[config.mk]
export PLATFORM = sky130hd
export DESIGN_NAME = chip8_blitter
export DESIGN_NICKNAME = d
export VERILOG_FILES = /design/src/rtl/chip8_pkg.sv /design/src/rtl/chip8_row_merge.sv /design/src/rtl/chip8_blitter.sv
export SDC_FILE = /design/constraint.sdc
export NUM_CORES = 1
export LEC_CHECK = 0
export BUFFER_PORTS_ARGS = -buffer_cell sky130_fd_sc_hd__buf_2
export CAP_MARGIN = 40
export CELL_PAD_IN_SITES_DETAIL_PLACEMENT = 1
export CELL_PAD_IN_SITES_GLOBAL_PLACEMENT = 2
export CORE_ASPECT_RATIO = 0.6
export CORE_MARGIN = 3
export CORE_UTILIZATION = 35
export DETAILED_ROUTE_END_ITERATION = 12
export GPL_TIMING_DRIVEN = 0
export PLACE_DENSITY_LB_ADDON = 0.05
export REMOVE_ABC_BUFFERS = 1
export SETUP_SLACK_MARGIN = 0.2
export SLEW_MARGIN = 30
export SYNTH_ARGS = -nofsm -noshare
export SYNTH_HDL_FRONTEND = slang
export SYNTH_SLANG_ARGS = --single-unit
[constraint.sdc]
create_clock -name clock -period 5.9 [get_ports clock]
set_input_delay 0.885 -clock clock [delete_from_list [all_inputs] [get_ports clock]]
set_output_delay 0.885 -clock clock [all_outputs]
set_load 0.05 [all_outputs]
[src/rtl/chip8_pkg.sv]
// Shared encodings and width helpers for the CHIP-8 sprite blitter.
package chip8_pkg;

  localparam logic OP_DRAW  = 1'b0;
  localparam logic OP_CLEAR = 1'b1;

  typedef enum logic [2:0] {
    ST_IDLE,
    ST_RD_HI,
    ST_RD_LO,
    ST_RD_ROW,
    ST_WRITE,
    ST_CLR,
    ST_DONE
  } state_t;

  // Bit width needed to index v items; never narrower than one bit.
  function automatic int log2w(input int v);
    return (v <= 2) ? 1 : $clog2(v);
  endfunction

endpackage

[src/rtl/chip8_row_merge.sv]
// Combinational XOR merge of one sprite row into one VRAM row.
// The sprite is always 16 bits, MSB at column x0; narrow sprites leave the low byte zero.
module chip8_row_merge
  import chip8_pkg::*;
#(
  parameter int SCREEN_W = 64
) (
  input  logic [15:0]                  sprite,
  input  logic [log2w(SCREEN_W)-1:0]   x0,
  input  logic                         wrap,
  input  logic [SCREEN_W-1:0]          old_row,
  output logic [SCREEN_W-1:0]          new_row,
  output logic                         collision
);

  localparam int XW = log2w(SCREEN_W);

  logic [SCREEN_W-1:0] mask;

  // Place sprite pixels; truncating the column index gives wrap, the range test gives clip.
  always_comb begin
    mask = '0;
    for (int k = 0; k < 16; k++) begin
      if (sprite[15-k] && (wrap || (int'(x0) + k < SCREEN_W)))
        mask[XW'(int'(x0) + k)] = 1'b1;
    end
  end

  assign new_row   = old_row ^ mask;
  assign collision = |(old_row & mask);

endmodule

[src/rtl/chip8_blitter.sv]
// Sprite draw / screen clear engine: reads sprite bytes from program RAM and
// XOR-merges them into VRAM rows, one read-modify-write per sprite row.
module chip8_blitter
  import chip8_pkg::*;
#(
  parameter int SCREEN_W = 64,
  parameter int SCREEN_H = 32,
  parameter int RAM_LAT  = 2,
  parameter int VRAM_LAT = 2,
  parameter int WIDE_EN  = 0
) (
  input  logic                          clock,
  input  logic                          reset,
  input  logic                          start,
  input  logic                          op,
  input  logic                          wrap,
  input  logic [7:0]                    x_in,
  input  logic [7:0]                    y_in,
  input  logic [3:0]                    n_in,
  input  logic [11:0]                   i_in,
  output logic                          busy,
  output logic                          done,
  output logic                          collision,
  output logic [11:0]                   ram_address_out,
  input  logic [7:0]                    ram_data_in,
  output logic [log2w(SCREEN_H)-1:0]    vram_address_out,
  input  logic [SCREEN_W-1:0]           vram_data_in,
  output logic [SCREEN_W-1:0]           vram_data_out,
  output logic                          vram_write
);

  localparam int XW     = log2w(SCREEN_W);
  localparam int YW     = log2w(SCREEN_H);
  localparam int MAXLAT = (RAM_LAT > VRAM_LAT) ? RAM_LAT : VRAM_LAT;
  localparam int CW     = log2w(MAXLAT);

  state_t              state;
  logic [CW-1:0]       cnt;
  logic [4:0]          row_q, rows_q, row_nx;
  logic [XW-1:0]       x0_q;
  logic [YW-1:0]       y0_q;
  logic [11:0]         i_q;
  logic                wrap_q, wide_q;
  logic [15:0]         spr_q;
  logic [SCREEN_W-1:0] merge_row;
  logic                merge_coll, clip_now, clip_nx;

  assign row_nx   = row_q + 5'd1;
  // In clip mode a row below the screen ends the draw.
  assign clip_now = !wrap_q && (int'(y0_q) + int'(row_q)  >= SCREEN_H);
  assign clip_nx  = !wrap_q && (int'(y0_q) + int'(row_nx) >= SCREEN_H);

  chip8_row_merge #(.SCREEN_W(SCREEN_W)) u_merge (
    .sprite    (spr_q),
    .x0        (x0_q),
    .wrap      (wrap_q),
    .old_row   (vram_data_in),
    .new_row   (merge_row),
    .collision (merge_coll)
  );

  // Command FSM; all outputs registered, write strobe and data default low each cycle.
  always_ff @(posedge clock or posedge reset) begin
    if (reset) begin
      state            <= ST_IDLE;
      cnt              <= '0;
      row_q            <= '0;
      rows_q           <= '0;
      x0_q             <= '0;
      y0_q             <= '0;
      i_q              <= '0;
      wrap_q           <= 1'b0;
      wide_q           <= 1'b0;
      spr_q            <= '0;
      busy             <= 1'b0;
      done             <= 1'b0;
      collision        <= 1'b0;
      ram_address_out  <= '0;
      vram_address_out <= '0;
      vram_data_out    <= '0;
      vram_write       <= 1'b0;
    end else begin
      done          <= 1'b0;
      vram_write    <= 1'b0;
      vram_data_out <= '0;
      case (state)
        ST_IDLE: if (start) begin
          wrap_q    <= wrap;
          x0_q      <= XW'(x_in % SCREEN_W);
          y0_q      <= YW'(y_in % SCREEN_H);
          i_q       <= i_in;
          wide_q    <= (WIDE_EN != 0) && (n_in == 4'd0);
          rows_q    <= ((WIDE_EN != 0) && (n_in == 4'd0)) ? 5'd16 : {1'b0, n_in};
          row_q     <= '0;
          collision <= 1'b0;
          busy      <= 1'b1;
          if (op == OP_CLEAR) begin
            state            <= ST_CLR;
            vram_address_out <= '0;
            vram_write       <= 1'b1;
          end else if (n_in == 4'd0 && WIDE_EN == 0) begin
            state <= ST_DONE;
          end else begin
            state           <= ST_RD_HI;
            ram_address_out <= i_in;
            cnt             <= CW'(RAM_LAT - 1);
          end
        end
        ST_RD_HI: begin
          if (clip_now) state <= ST_DONE;
          else if (cnt != '0) cnt <= cnt - 1'b1;
          else begin
            spr_q[15:8] <= ram_data_in;
            if (wide_q) begin
              state           <= ST_RD_LO;
              ram_address_out <= ram_address_out + 12'd1;
              cnt             <= CW'(RAM_LAT - 1);
            end else begin
              spr_q[7:0]       <= 8'h00;
              state            <= ST_RD_ROW;
              vram_address_out <= y0_q + YW'(row_q);
              cnt              <= CW'(VRAM_LAT - 1);
            end
          end
        end
        ST_RD_LO: begin
          if (cnt != '0) cnt <= cnt - 1'b1;
          else begin
            spr_q[7:0]       <= ram_data_in;
            state            <= ST_RD_ROW;
            vram_address_out <= y0_q + YW'(row_q);
            cnt              <= CW'(VRAM_LAT - 1);
          end
        end
        ST_RD_ROW: begin
          if (cnt != '0) cnt <= cnt - 1'b1;
          else begin
            vram_data_out <= merge_row;
            vram_write    <= 1'b1;
            collision     <= collision | merge_coll;
            state         <= ST_WRITE;
          end
        end
        ST_WRITE: begin
          row_q <= row_nx;
          if (row_nx == rows_q) state <= ST_DONE;
          else begin
            // A clipped row is never fetched; RD_HI sees the clip and finishes.
            state <= ST_RD_HI;
            cnt   <= CW'(RAM_LAT - 1);
            if (!clip_nx) ram_address_out <= i_q + (12'(row_nx) << wide_q);
          end
        end
        ST_CLR: begin
          if (vram_address_out == YW'(SCREEN_H - 1)) state <= ST_DONE;
          else begin
            vram_address_out <= vram_address_out + 1'b1;
            vram_write       <= 1'b1;
          end
        end
        ST_DONE: begin
          done  <= 1'b1;
          busy  <= 1'b0;
          state <= ST_IDLE;
        end
        default: state <= ST_IDLE;
      endcase
    end
  end

endmodule

## After elaboration in Yosys (flattened, before gate mapping)

Cells that the tools add are included.

| storage, ports and cells | value |
|---|---|
| flip-flop bits (word level) | 138 |
| memories | 0 |
| input port bits | 109 |
| output and inout bits | 85 |
| memory bits (writable) | 0 |
| word-level logic and storage cells | 298 |
| ROM bits | 0 |
| bits in latches | 0 |

| operators by class | value |
|---|---|
| shifts and indexed selects | 0 |
| muxes and demuxes | 96 |
| add/sub/neg operators | 22 |
| magnitude comparators | 50 |
| bitwise logic cells | 21 |
| reduce and logical (&&, ||, !) cells | 71 |
| eq/ne operators | 21 |
| div/mod/pow operators | 0 |
| $mul | 0 |

Operators by type and width:

| cell | count |
|---|---|
| $mux 64 | 18 |
| $or 64x64->64 | 15 |
| $lt 32x8->1 const B | 15 |
| $lt 6x8->1 const B | 16 |
| $demux 1 s6 | 16 |
| $ge 6x1->1 const B | 16 |
| $and 64x64->64 | 1 |
| $reduce_or 64->1 | 1 |
| $xor 64x64->64 | 1 |
| $mux 12 | 5 |
| $add 6x4->7 const B | 8 |
| $logic_and 1x1->1 | 34 |
| $mux 1 | 31 |
| $mux 5 | 6 |
| $add 6x3->7 const B | 4 |
| $mux 3 | 8 |
| $mux 8 | 3 |
| $ne 2x2->1 const B | 12 |
| $pmux 12 s2 | 1 |
| $pmux 5 s4 | 1 |
| $pmux 3 s6 | 1 |
| $logic_or 1x1->1 | 16 |
| $pmux 8 s2 | 1 |
| $add 6x2->7 const B | 2 |
| 34 further kinds | 49 |

## Logic depth before layout (Yosys ltp)

| depth | value |
|---|---|
| depth after elaboration | 40 |
| gate-level depth with buffers | 18 |
| mapped depth without buffers | 14 |

## Modules after synthesis

From an unflattened synthesis, not the netlist that was laid out.

| unflattened totals | value |
|---|---|
| cell total of the unflattened synthesis | 1292 |
| area total of the unflattened synthesis | 12344.3 µm² |

By module, submodules not included:

| module | seq. area each (µm²) | instances | area each (µm²) | cells each |
|---|---|---|---|---|
| chip8_blitter | 3453.3 | 1 | 6202.2 | 505 |
| chip8_row_merge | 0.0 | 1 | 6142.1 | 787 |

## Worst setup path before layout

Ideal clock, no wire load.

| path | value |
|---|---|
| kind | reg-to-reg |
| from | register x0_q[2] |
| to | register collision |
| clock period less this slack | 3.801 ns |
| data required time | 5.771 ns |
| path buffers | 2 |
| arrival | 3.672 ns |
| stages on the path, launching flop included | 17 |
| setup time | 0.129 ns |
| slack | 2.099 ns |
| cell sequence | dfrtp_1 > buf_6 > inv_1 > ha_1 > and2_1 > clkbuf_1 > o311a_4 > o21a_1 > a32o_2 > a2111oi_2 > nand4_1 > ha_1 > nor4_1 > nand4_1 > or4_1 > a21oi_1 > nor2_1 |

| on the way | value |
|---|---|
| word-level cells in the longest chain between the ends | 40 |
| elaborated cells between the ends (all ways) | 179 |
| those cells by class | add/sub (15); order compare (48); mux (50); bitwise (17); reduce/logical (49) |

RTL lines:

| what | line | source |
|---|---|---|
| start: declaration | chip8_blitter.sv:40 | `logic [XW-1:0] x0_q;` |
| start signal: assignment | chip8_blitter.sv:89 | `x0_q <= XW'(x_in % SCREEN_W);` |
| $add 6x1->7, or another cell as far along | chip8_row_merge.sv:24 | `if (sprite[15-k] && (wrap \|\| (int'(x0) + k < SCREEN_W)))` |
| $lt 6x8->1 (not written as such), or another cell as far along | chip8_row_merge.sv:25 | `mask[XW'(int'(x0) + k)] = 1'b1;` |
| $logic_and 1x1->1 (not written as such) / $mux 1 (equally long branches) | chip8_row_merge.sv:25 |  |
| $mux 1 (not written as such) / $demux 1 s6 (equally long branches) | - |  |
| $demux 1 s6 / $mux 64 (equally long branches) | - |  |
| $or 64x64->64 (no source line) | - |  |
| $mux 64 | chip8_row_merge.sv:24 |  |
| $or 64x64->64 (no source line) | - |  |
| [24 not listed] | - |  |
| $mux 64 | chip8_row_merge.sv:24 |  |
| $or 64x64->64 (no source line) | - |  |
| $mux 64 * | chip8_row_merge.sv:24 |  |
| $and 64x64->64 * | chip8_row_merge.sv:30 | `assign collision = \|(old_row & mask);` |
| $reduce_or 64->1 * | chip8_row_merge.sv:30 |  |
| $or 1x1->1 * | chip8_blitter.sv:140 | `collision <= collision \| merge_coll;` |
| $mux 1 * | chip8_blitter.sv:136 | `if (cnt != '0) cnt <= cnt - 1'b1;` |
| $pmux 1 s2 * | chip8_blitter.sv:86 | `case (state)` |
| end signal: assignment | chip8_blitter.sv:140 |  |
| end: declaration | chip8_blitter.sv:23 | `output logic collision,` |

Every way passes the cells marked *; elsewhere a longest branch is shown, timed or not. The select of a mux whose other input is x is not followed.
A chain may end at the register's enable or synchronous reset.

## Worst setup path in the final report

| path | value |
|---|---|
| from | register x0_q[0] |
| to | register collision |

The elaborated chain is that of the path after synthesis.

==> impl_metrics.csv <==
group,metric,value,unit
grt,antenna_found_initial,0,
clock_tree,clockBufferDepth,2,
logic_synthesis,synth_xor_area_frac,0.0361,
grt,met1_usage,0.465,
worst_hold_path,min_path_type,"primary input to asynchronous set/reset pin",
grt,grt-ovfl-total,0,
power,p_int,3.79,mW
sta,fmax,182,MHz
logic_synthesis,synth.distinct_cells,95,
setup_path,crit_path_start_kind,"flip-flop",
logic_synthesis,muxShareOfSynthArea,0.0481,
logic_synthesis,yosys.area_share.simple,0.234,
route,vias,12100,
route,vias_per_cell,6.23,
job,maxCapViolCount,0,
setup_path,r2r-start,"x0_q[0]",
power,power_density,654,nW/um^2
setup_path,cp_max_fo,30,
floorplan,start_util,0.363,
route,ant_nets,0,
setup_path,critPathRequiredTime,6.22,ns
place,hpwl,41.4,mm
power,clkPwrFrac,0.135,
power,switching_share,0.580,
logic_synthesis,ys_warn_count,0,
place,placement.io_buffers,188,
clock_tree,cts_tree,"yes",
logic_synthesis,synth-edff-count,0,
grt,grt_pass1_wl,79.1,mm
clock_tree,tritoncts.num_buffers,17,
sta,min_period_over_period,0.929,
clock_tree,htree_levels,4,
final_layout,diodes,0,
logic_synthesis,ys_seq_elements,138,
floorplan,coreArea,31800,sq um
logic_synthesis,ys_async_sr_fraction,1.00,
logic_synthesis,yosysSeqAreaShare,0.300,
sta,setup_viol,0,
logic_synthesis,synth_area_per_cell,8.75,sq um
power,peakVddDrop,0.292,mV
clock_tree,clkTransAtPathRegs,0.07,ns
setup_path,r2r_slack,0.42,ns
place,place_congestion,1.01,
floorplan,die_area,35200,sq um
floorplan,die_x,240,um
final_layout,multi_input_area,7800,sq um
outcome,outcome,"finished clean",
logic_synthesis,synth_top_family_by_area,"simple AND/OR/NAND/NOR gates",
grt,grt_use_met3,0.112,
floorplan,fp.dieH,147,um
logic_synthesis,postSynthCellCount,1318,
grt,grt_pass1_vias,12000,
route,routed_wirelength,52.9,mm
sta,rsz0062_at_grt,"false",
power,p_comb_frac,0.671,
power,pwr-share-seq,0.195,
logic_synthesis,synth-compound-area-share,0.230,
logic_synthesis,syn_area,11500,sq um
grt,grt_max_degree,77,
sta,hold_viol,0,
route,avgRoutedWirePerCell,27.3,um
sta,period_minus_slack,5.48,ns
final_layout,seqCellArea,3460,sq um
power,power_switching,5.23,mW
grt,use_met2,0.391,
clock_tree,root_buffer,"clkbuf_16",
sta,slew_headroom,0.371,
power,p_total,9.01,mW
final_layout,nNetsFinal,1719,
route,first_pass_iters,6,
floorplan,io_pins,194,
sta,setup_tns,0,ns
setup_path,rr_endpoint,"collision",
clock_tree,clock_latency,0.46,ns
final_layout,drive_gt1_frac,0.239,
sta,worstMarginPinSlew,0.943,ns
grt,grt_use_total,0.300,
setup_path,reg2regPathDepth,14,
grt,grt.busiest_layer,"met1",
route,drc,0,
final_layout,syn_to_final_growth,19.6,%
clock_tree,clock-sinks,138,
sta,finalMaxSlewViolations,0,
final_layout,n_fill_cell,3773,
sta,finalClockSkew,0.0138,ns
route,drt_iter0_drc,1514,
logic_synthesis,synth_fa_ha_area_frac,0.108,
floorplan,rows,50,
setup_path,critPathArrivalTime,5.81,ns
logic_synthesis,ys.flop_type,"dfrtp_1",
power,p_leak,6.03,nW
setup_path,crit_type,"flip-flop to flip-flop",
setup_path,critPathCaptureType,"flip-flop",
==> Yosys cell counts, types with 8 or more instances <==
library cell	n	area share
nand2b_1	20	0.011
o211ai_1	30	0.020
o21ai_1	13	0.0056
nor2_1	92	0.030
a21oi_1	59	0.026
mux2_2	43	0.042
and2_1	76	0.041
xor2_1	14	0.011
o221ai_1	18	0.014
nand2_1	126	0.041
o32ai_1	17	0.013
a211oi_1	24	0.016
xnor2_1	29	0.022
a2111oi_0	12	0.0091
buf_6	10	0.0098
o21ai_0	49	0.021
inv_1	20	0.0065
a21o_1	8	0.0052
ha_1	96	0.10
nor4_1	28	0.015
clkbuf_1	34	0.011
o22ai_1	33	0.018
o2111ai_1	9	0.0068
a22oi_1	16	0.010
nand4_1	38	0.021
dfrtp_1	138	0.30
nor3_1	38	0.016
buf_2	22	0.0096
nand3_1	38	0.016
nor2b_1	15	0.0081
==> per-layer routing <==
| metal | share of wire | routed length (um) |
|---|---|---|
| met1 | 0.49 | 25800 |
| met2 | 0.38 | 19900 |
| met4 | 0.010 | 546 |
| met3 | 0.12 | 6610 |
| met5 | 0 | 0 |
==> repair_timing <==
action | in CTS | in global routing
setup endpoints to repair | 1 | 1
hold buffers | 0 | 0
resized for setup | 5 | 11
pin swaps | 0 | 1
setup buffers | 0 | 5
==> cell usage in the layout (no fill, tap or decap), types with 27 or more instances in the layout <==
master | synthesis | final
mux2_2 | 43 | 43
nor3_1 | 38 | 35
nand2_1 | 126 | 125
nor4_1 | 28 | 27
dfrtp_1 | 138 | 133
ha_1 | 96 | 92
and2_1 | 76 | 74
o21ai_0 | 49 | 48
buf_2 | 22 | 193
a21oi_1 | 59 | 59
nand4_1 | 38 | 38
nand3_1 | 38 | 38
conb_1 | 1 | 32
o211ai_1 | 30 | 30
nor2_1 | 92 | 91
o22ai_1 | 33 | 33
==> final cells by class <==
type | instances | share of cell area
multi-input combinational | 1109 | 0.566
sequential | 138 | 0.251
timing repair buffer | 223 | 0.0915
tap | 416 | 0.0378
clock buffer | 18 | 0.0319
clock inverter | 13 | 0.0139
inverter | 23 | 0.00735
==> power by group through the flow <==
stage	logic, mW	clock network, mW	registers, mW
after floorplan	3.00	0	2.28
after global placement	5.52	0	1.77
after detailed placement	5.70	0	1.76
after CTS	5.74	1.24	1.75
after global routing	6.41	1.27	1.81
final	6.05	1.21	1.76
==> state kept, by name (all words and copies together), names as in the netlist <==
register          flops
y0_q                  5
ram_address_out      12
cnt                   1
wrap_q                1
rows_q                4
vram_address_out      5
vram_write            1
done                  1
i_q                  12
busy                  1
state                 3
spr_q                16
row_q                 5
x0_q                  6
vram_data_out        64
collision             1
==> worst max-delay path, cell delays in order (launching register included) <==
cell and delay [ns]:
dfrtp_4 0.70, clkinvlp_4 0.33, ha_1 0.45, nor2b_1 0.26, o21ai_1 0.26, nand4_1 0.43, o221ai_1 0.20, a2111oi_0 0.45
nand4_1 0.29, ha_1 0.27, nor4_1 0.43, nand4_1 0.41, or4_1 0.64, a21oi_1 0.17, nor2_1 0.05
==> worst max-delay path by stage <==
| stage | from | endpoint | slack [ns] |
|---|---|---|---|
| after floorplan | x0_q[3] | collision | 1.29 |
| after global placement | x0_q[3] | collision | -1.35 |
| after detailed placement | x0_q[2] | collision | -0.04 |
| after CTS | x0_q[4] | collision | 0.25 |
| after global routing | x0_q[0] | collision | 0.26 |
| final | x0_q[0] | collision | 0.42 |
==> metrics by stage <==
stage,utilization,instance area [sq um],cells,hold WS (ns),worst slack [ns]
2_1_floorplan,-,11200,1270,0.456,1.29
3_3_place_gp,0.399,12700,1874,0.475,-1.35
4_1_cts,0.429,13600,1928,0.505,0.251
3_5_place_dp,0.408,13000,1897,0.490,-0.0394
5_1_grt,0.434,13800,1940,0.519,0.258
6_report,0.434,13800,1940,0.479,0.417
==> logic make-up (layout without fill, tap and decap cells) <==
logic type	count (synthesis)	count (layout)
and+or+nand+nor	522	522
AOI/OAI and AO/OA	362	362
DFF	138	138
buffers and inverters	102	277
adders and majority gates	98	98
muxes	50	50
xor gates and xnor gates	45	45
other	1	32
Note: power is estimated with default switching activity, not from simulation.
